$ cat src/rtl/intf_bus_master_if.sv
// Bundle of command, bus-beat and response signals around the burst-read master.
interface intf_bus_master_if #(
    parameter int unsigned ADDR_W = 8,
    parameter int unsigned DATA_W = 8
);
    logic              cmd_valid;
    logic              cmd_ready;
    logic [ADDR_W-1:0] cmd_addr;
    logic [ADDR_W-1:0] cmd_len;

    logic              bus_enable;
    logic              bus_read;
    logic [ADDR_W-1:0] bus_addr;
    logic [DATA_W-1:0] bus_data;

    logic              rsp_valid;
    logic              rsp_ready;
    logic [DATA_W-1:0] rsp_data;
    logic              rsp_last;

    modport master (
        input  cmd_valid, cmd_addr, cmd_len, bus_data, rsp_ready,
        output cmd_ready, bus_enable, bus_read, bus_addr, rsp_valid, rsp_data, rsp_last
    );

    modport slave (
        output cmd_valid, cmd_addr, cmd_len, bus_data, rsp_ready,
        input  cmd_ready, bus_enable, bus_read, bus_addr, rsp_valid, rsp_data, rsp_last
    );
endinterface

$ cat src/rtl/intf_bus_master.sv
// Burst-read initiator: issues credit-limited bus beats and buffers the returned
// data onto a registered valid/ready response stream.
module intf_bus_master #(
    parameter int unsigned ADDR_W     = 8,
    parameter int unsigned DATA_W     = 8,
    parameter int unsigned RD_LAT     = 1,
    parameter int unsigned FIFO_DEPTH = 4
) (
    input  logic              clk,
    input  logic              rst,
    intf_bus_master_if.master bus,
    output logic              busy
);
    localparam int unsigned PTR_W = $clog2(FIFO_DEPTH);
    localparam int unsigned CNT_W = $clog2(FIFO_DEPTH + 1);
    localparam int unsigned REM_W = ADDR_W + 1;
    localparam int unsigned ENT_W = DATA_W + 1;

    typedef enum logic [1:0] {IDLE, ISSUE, DRAIN} state_t;

    state_t            state;
    logic [ADDR_W-1:0] addr;
    logic [REM_W-1:0]  remaining;
    logic [CNT_W-1:0]  inflight;
    logic [CNT_W-1:0]  count;
    logic [PTR_W-1:0]  rd_ptr;
    logic [PTR_W-1:0]  wr_ptr;
    logic              beat_last;
    logic [RD_LAT-1:0] dl_vld;
    logic [RD_LAT-1:0] dl_last;
    logic [ENT_W-1:0]  mem [FIFO_DEPTH];

    logic              accept;
    logic              issue;
    logic              issue_last;
    logic [ADDR_W-1:0] issue_addr;
    logic              credit;
    logic              push;
    logic              push_last;
    logic              pop;
    logic [CNT_W-1:0]  count_kept;
    logic [CNT_W-1:0]  count_n;
    logic [PTR_W-1:0]  rd_ptr_n;

    // Credit ignores a same-cycle pop, so buffered plus in-flight never exceeds the FIFO.
    assign credit     = ({1'b0, count} + {1'b0, inflight}) < (CNT_W + 1)'(FIFO_DEPTH);
    assign accept     = (state == IDLE) & bus.cmd_ready & bus.cmd_valid;
    assign issue      = accept | ((state == ISSUE) & (remaining != '0) & credit);
    assign issue_last = (state == IDLE) ? (bus.cmd_len == '0) : (remaining == REM_W'(1));
    assign issue_addr = (state == IDLE) ? bus.cmd_addr : addr;
    assign push       = dl_vld[RD_LAT-1];
    assign push_last  = dl_last[RD_LAT-1];
    assign pop        = bus.rsp_valid & bus.rsp_ready;
    assign count_kept = count - CNT_W'(pop);
    assign count_n    = count_kept + CNT_W'(push);
    assign rd_ptr_n   = rd_ptr + PTR_W'(pop);

    // Per-beat {valid,last} tracker aligned to the responder's read latency.
    if (RD_LAT > 1) begin : g_dl
        always_ff @(posedge clk or posedge rst) begin
            if (rst) begin
                dl_vld  <= '0;
                dl_last <= '0;
            end else begin
                dl_vld  <= {dl_vld[RD_LAT-2:0], bus.bus_enable};
                dl_last <= {dl_last[RD_LAT-2:0], beat_last};
            end
        end
    end else begin : g_dl1
        always_ff @(posedge clk or posedge rst) begin
            if (rst) begin
                dl_vld  <= '0;
                dl_last <= '0;
            end else begin
                dl_vld  <= bus.bus_enable;
                dl_last <= beat_last;
            end
        end
    end

    always_ff @(posedge clk) begin
        if (push) begin
            mem[wr_ptr] <= {push_last, bus.bus_data};
        end
    end

    always_ff @(posedge clk or posedge rst) begin
        if (rst) begin
            state          <= IDLE;
            addr           <= '0;
            remaining      <= '0;
            inflight       <= '0;
            count          <= '0;
            rd_ptr         <= '0;
            wr_ptr         <= '0;
            beat_last      <= 1'b0;
            bus.cmd_ready  <= 1'b0;
            bus.bus_enable <= 1'b0;
            bus.bus_read   <= 1'b0;
            bus.bus_addr   <= '0;
            bus.rsp_valid  <= 1'b0;
            bus.rsp_data   <= '0;
            bus.rsp_last   <= 1'b0;
            busy           <= 1'b0;
        end else begin
            bus.bus_enable <= issue;
            bus.bus_read   <= issue;
            beat_last      <= issue & issue_last;
            if (issue) begin
                bus.bus_addr <= issue_addr;
            end
            inflight <= inflight - CNT_W'(push) + CNT_W'(issue);

            // The FIFO head is mirrored into the rsp_* registers as it changes.
            count  <= count_n;
            rd_ptr <= rd_ptr_n;
            if (push) begin
                wr_ptr <= wr_ptr + PTR_W'(1);
            end
            if (count_n != '0) begin
                bus.rsp_valid <= 1'b1;
                if (count_kept == '0) begin
                    {bus.rsp_last, bus.rsp_data} <= {push_last, bus.bus_data};
                end else begin
                    {bus.rsp_last, bus.rsp_data} <= mem[rd_ptr_n];
                end
            end else begin
                bus.rsp_valid <= 1'b0;
            end

            case (state)
                IDLE: begin
                    if (accept) begin
                        bus.cmd_ready <= 1'b0;
                        addr          <= issue_addr + ADDR_W'(1);
                        remaining     <= REM_W'(bus.cmd_len);
                        state         <= (bus.cmd_len == '0) ? DRAIN : ISSUE;
                        busy          <= 1'b1;
                    end else begin
                        bus.cmd_ready <= 1'b1;
                    end
                end
                ISSUE: begin
                    if (issue) begin
                        addr      <= addr + ADDR_W'(1);
                        remaining <= remaining - REM_W'(1);
                        if (issue_last) begin
                            state <= DRAIN;
                        end
                    end
                end
                DRAIN: begin
                    if ((inflight == '0) && (count_n == '0)) begin
                        state         <= IDLE;
                        bus.cmd_ready <= 1'b1;
                        busy          <= 1'b0;
                    end
                end
                default: state <= IDLE;
            endcase
        end
    end
endmodule

$ cat src/flat_wrapper.sv
// flat-port wrapper written by rule: the top's interface ports become plain ports
module intf_bus_master_flat 
#(
    parameter int unsigned ADDR_W     = 8,
    parameter int unsigned DATA_W     = 8,
    parameter int unsigned RD_LAT     = 1,
    parameter int unsigned FIFO_DEPTH = 4
)
  (clk, rst, busy, bus_cmd_valid, bus_cmd_addr, bus_cmd_len, bus_bus_data, bus_rsp_ready, bus_cmd_ready, bus_bus_enable, bus_bus_read, bus_bus_addr, bus_rsp_valid, bus_rsp_data, bus_rsp_last);
  intf_bus_master_if #(.ADDR_W(ADDR_W), .DATA_W(DATA_W)) bus_i ();
  input  logic clk;
  input  logic rst;
  output logic busy;
  input wire logic [$bits(bus_i.cmd_valid)-1:0] bus_cmd_valid;
  input wire logic [$bits(bus_i.cmd_addr)-1:0] bus_cmd_addr;
  input wire logic [$bits(bus_i.cmd_len)-1:0] bus_cmd_len;
  input wire logic [$bits(bus_i.bus_data)-1:0] bus_bus_data;
  input wire logic [$bits(bus_i.rsp_ready)-1:0] bus_rsp_ready;
  output wire logic [$bits(bus_i.cmd_ready)-1:0] bus_cmd_ready;
  output wire logic [$bits(bus_i.bus_enable)-1:0] bus_bus_enable;
  output wire logic [$bits(bus_i.bus_read)-1:0] bus_bus_read;
  output wire logic [$bits(bus_i.bus_addr)-1:0] bus_bus_addr;
  output wire logic [$bits(bus_i.rsp_valid)-1:0] bus_rsp_valid;
  output wire logic [$bits(bus_i.rsp_data)-1:0] bus_rsp_data;
  output wire logic [$bits(bus_i.rsp_last)-1:0] bus_rsp_last;
  assign bus_i.cmd_valid = bus_cmd_valid;
  assign bus_i.cmd_addr = bus_cmd_addr;
  assign bus_i.cmd_len = bus_cmd_len;
  assign bus_i.bus_data = bus_bus_data;
  assign bus_i.rsp_ready = bus_rsp_ready;
  assign bus_cmd_ready = bus_i.cmd_ready;
  assign bus_bus_enable = bus_i.bus_enable;
  assign bus_bus_read = bus_i.bus_read;
  assign bus_bus_addr = bus_i.bus_addr;
  assign bus_rsp_valid = bus_i.rsp_valid;
  assign bus_rsp_data = bus_i.rsp_data;
  assign bus_rsp_last = bus_i.rsp_last;
  intf_bus_master #(.ADDR_W(ADDR_W), .DATA_W(DATA_W), .RD_LAT(RD_LAT), .FIFO_DEPTH(FIFO_DEPTH)) u_core (.clk(clk), .rst(rst), .bus(bus_i), .busy(busy));
endmodule
$ cat config.mk
export PLATFORM = sky130hd
export DESIGN_NAME = intf_bus_master_flat
export DESIGN_NICKNAME = d
export VERILOG_FILES = /design/src/rtl/intf_bus_master_if.sv /design/src/rtl/intf_bus_master.sv /design/src/flat_wrapper.sv
export SDC_FILE = /design/constraint.sdc
export NUM_CORES = 1
export LEC_CHECK = 0
export CAP_MARGIN = 30
export CORE_MARGIN = 4
export CORE_UTILIZATION = 35
export DETAILED_ROUTE_END_ITERATION = 16
export SYNTH_ARGS = -nofsm -noshare
export SYNTH_HDL_FRONTEND = slang
export SYNTH_SLANG_ARGS = --single-unit
$ cat constraint.sdc
create_clock -name clk -period 3.75 [get_ports clk]
set_input_delay 0.5625 -clock clk [delete_from_list [all_inputs] [get_ports clk]]
set_output_delay 0.5625 -clock clk [all_outputs]
set_load 0.005 [all_outputs]
==> metrics.csv <==
stage;metric;value;unit
pwr;Reg power frac;35.0;%
global_route;Tot GR Track Use;13.9;%
final_layout;Antenna Cells;0;
final_layout;Final Non-Filler Cells;566;
floorplan;Chip Width;118;um
place;placer congestion estimate;0.838;
detailed_routing;wire length per cell;16.5;um
status;run status;complete, no violations;
pwr;Sw Ratio;38.2;%
cts;CTS Hold Buffers Added;0;
pwr;Pleak;2.13;nW
place;Placed Cells;550;
global_route;initial antenna violation count;0;
cts;total CTS buffers;9;
final_layout;most common cell after layout, fill and taps aside;dfrtp_1;
final_layout;commonest non-fill, non-tap cells in the layout;dfrtp_1 (53), clkdlybuf4s50_1 (49), nand2_1 (37);
logic_synthesis;top post-synthesis cells by area;dfrtp_1 (31%), edfxtp_1 (25%), ha_1 (5.0%);
pwr;P per Cell Area;898;nW/um2
timing;crit share post-route;78.7;%
cts;root buf cell;clkbuf_16;
logic_synthesis;synth unique cells;53;
detailed_routing;total wire length;9330;um
timing;Setup TNS Final;0;ns
logic_synthesis;Post-Synth Simple-Gate Area;12.4;%
detailed_routing;drt drc;0;
place;Port Buffers;49;
logic_synthesis;post-synth net total;407;
timing;Peak Freq;339;MHz
timing;Hold Vio Cnt, Final;0;
logic_synthesis;Avg Synthesized Cell Area;11.8;um2
critical_path;CP Capture Type;register;
floorplan;Top-Level Pins;50;
cts;Num Clock Sinks;89;
logic_synthesis;mux cell area share after synthesis;8.34;%
timing;Slew headroom;32.5;%
cts;Worst-path clk slew;0.06;ns
pwr;clock power share;19.6;%
final_layout;NumNets Final;460;
place;DP Wirelength;6580;um
timing;unrepaired setup endpoints after global routing;no;
logic_synthesis;largest family of logic cells by synthesized area;simple AND/OR/NAND/NOR gates;
cts;Post-CTS Repair Setup Buffers;0;
final_layout;share of layout cells above drive strength 1;10.3;%
detailed_routing;Initial DRC Count;229;
logic_synthesis;asr flop ratio synth;59.6;%
cts;clk_lat worst skew;0.34;ns
critical_path;CP startpoint;u_core.remaining[4];
logic_synthesis;Post-Syn Instances;361;
job;max_cap viols;0;
min_path;min-delay worst type;reg -> reg;
pwr;Comb pwr share;45.4;%
logic_synthesis;synthesized area;4260;um2
global_route;vias in the first global route;3003;
global_route;first-pass GRT wire length;15600;um
final_layout;Layout area overhead;23.1;%
logic_synthesis;Post-synth EDFFs;36;
global_route;GR Util met2;22.0;%
global_route;Overflow after GRT;0;
logic_synthesis;post-synthesis xor/xnor area fraction;1.44;%
floorplan;Cell Rows;40;
global_route;largest net degree at the start of global routing;40;
pwr;peak supply drop;336;uV
pwr;Pint;0.00291;W
min_path;HP Start;u_core.beat_last;
detailed_routing;DR vias;3022;
timing;crit path time final;2.95;ns
pwr;NetSw;0.00180;W
logic_synthesis;ys flop type;dfrtp_1;
logic_synthesis;Compound-Gate Fraction of Synth Area;12.4;%
critical_path;crit start category;register;
logic_synthesis;most area-hungry cell type in the Yosys netlist;dfrtp_1;
detailed_routing;antenna-violating nets left;0;
global_route;GRT busiest layer;met2;
cts;CTS tree;built;
logic_synthesis;post-synth top area share;31.1;%
detailed_routing;DRT Pass-1 Iters;4;
logic_synthesis;post-synthesis adder-cell area fraction;5.46;%
floorplan;initial core utilization;35.6;%
critical_path;CP max FO;18;
floorplan;Die H;118;um
detailed_routing;Vias/cell;5.34;
critical_path;arrival time worst endpoint;3.18;ns
cts;post-CTS sizing;0;
global_route;met1 track demand over resource;19.0;%
logic_synthesis;flops & latches, synth;89;
logic_synthesis;warnings from Yosys;0;
floorplan;Core Box Area;12000;um2
timing;max-slew violation count;0;
logic_synthesis;register area share after synthesis;56.5;%
timing;Slew @ Worst Pin;1.01;ns
floorplan;die area;14000;um2
critical_path;reg2reg start;u_core.remaining[4];
timing;Final setup viols;0;
critical_path;Req. time, crit path;3.98;ns
global_route;met3 GRT Util;3.40;%
cts;H-Tree Level Count;3;
cts;clk buf depth;2;
critical_path;worst setup path category;reg -> reg;
timing;clk_skew;0.00579;ns
power by group through the flow:
stage	Clock [W]	Combinational [W]	Sequential, W
finish	0.000923	0.00214	0.00165
global route	0.000994	0.00243	0.00170
CTS	0.000949	0.00218	0.00165
detailed placement	0	0.00218	0.00166
global placement	0	0.00211	0.00165
floorplan	0	0.00147	0.00159
routing by layer:
| layer | share of wire, % | wire length, um |
|---|---|---|
| met2 | 48 | 4520 |
| met3 | 4.8 | 449 |
| met4 | 1.2 | 111 |
| met5 | 0 | 0 |
| met1 | 46 | 4240 |
kinds of logic (layout without fill, tap and decap cells):
group | Yosys count | in the layout
flip-flops | 89 | 89
multiplexers | 24 | 24
buffers and inverters | 36 | 94
AO/OA/AOI/OAI | 85 | 85
AND/OR/NAND/NOR | 102 | 102
adder cells (fa/ha/maj) | 18 | 18
XOR/XNOR | 7 | 7
metrics by stage:
step / total power (W) / area [um2] / hold WS (ns) / setup slack, ns / utilization [%]
2_1_floorplan: 0.00306 / 4260 / 0.331 / 0.923 / -
3_3_place_gp: 0.00376 / 4940 / 0.336 / 0.824 / 41.3
3_5_place_dp: 0.00384 / 4940 / 0.336 / 0.751 / 41.3
4_1_cts: 0.00478 / 5250 / 0.348 / 0.788 / 43.9
5_1_grt: 0.00512 / 5250 / 0.369 / 0.654 / 43.9
6_report: 0.00471 / 5250 / 0.348 / 0.800 / 43.9
path summary, 6_finish.rpt:
path                                       to  slack [ns]  cells after the start
setup / recovery           u_core.inflight[2]        0.80                      9
hold / removal                 u_core.dl_last        0.35                      0
setup reg to reg           u_core.inflight[2]        0.80                      9
hold reg to reg                u_core.dl_last        0.35                      0
max in group asynchronous      u_core.addr[3]        2.42                      3
min in group asynchronous    u_core.rd_ptr[1]        0.50                      2
state kept, by name, summed over array words and instances (netlist names), 3 cells and up:
signal               count
u_core.addr              8
u_core.bus.bus_addr      8
u_core.bus.rsp_data      8
u_core.count             3
u_core.inflight          3
u_core.mem              36
u_core.remaining         9
critical path: stages (launching register included):
cell and delay [ns]:
dfrtp_1 0.44, or4_1 0.56, nand4bb_1 0.26, a21o_1 0.44, nand2_4 0.22, inv_2 0.05
ha_1 0.21, fa_1 0.37, xor2_1 0.16, xnor2_1 0.12
cell type report:
type,count,area [um2]
fill,1122,6710
sequential,89,2410
multi-input combinational,236,1710
timing repair buffer,59,566
clock buffer,9,225
tap,147,184
clock inverter,7,83.8
inverter,19,71.3
synth_stat cells, types with 4 or more instances:
cell type  number
and2_1          8
a31oi_1        11
xor2_1          4
nor2_1         13
nor4_1          5
clkbuf_1       10
edfxtp_1       36
dfrtp_1        53
or4_1           6
mux4_2          9
mux2i_1        13
nand2_1        37
o211ai_1        6
nand3_1        11
inv_1          18
o21ai_0        27
a21oi_1        19
nand2b_1        4
nor3_1          4
ha_1           17
No activity file was read; power rests on OpenSTA's default activity.
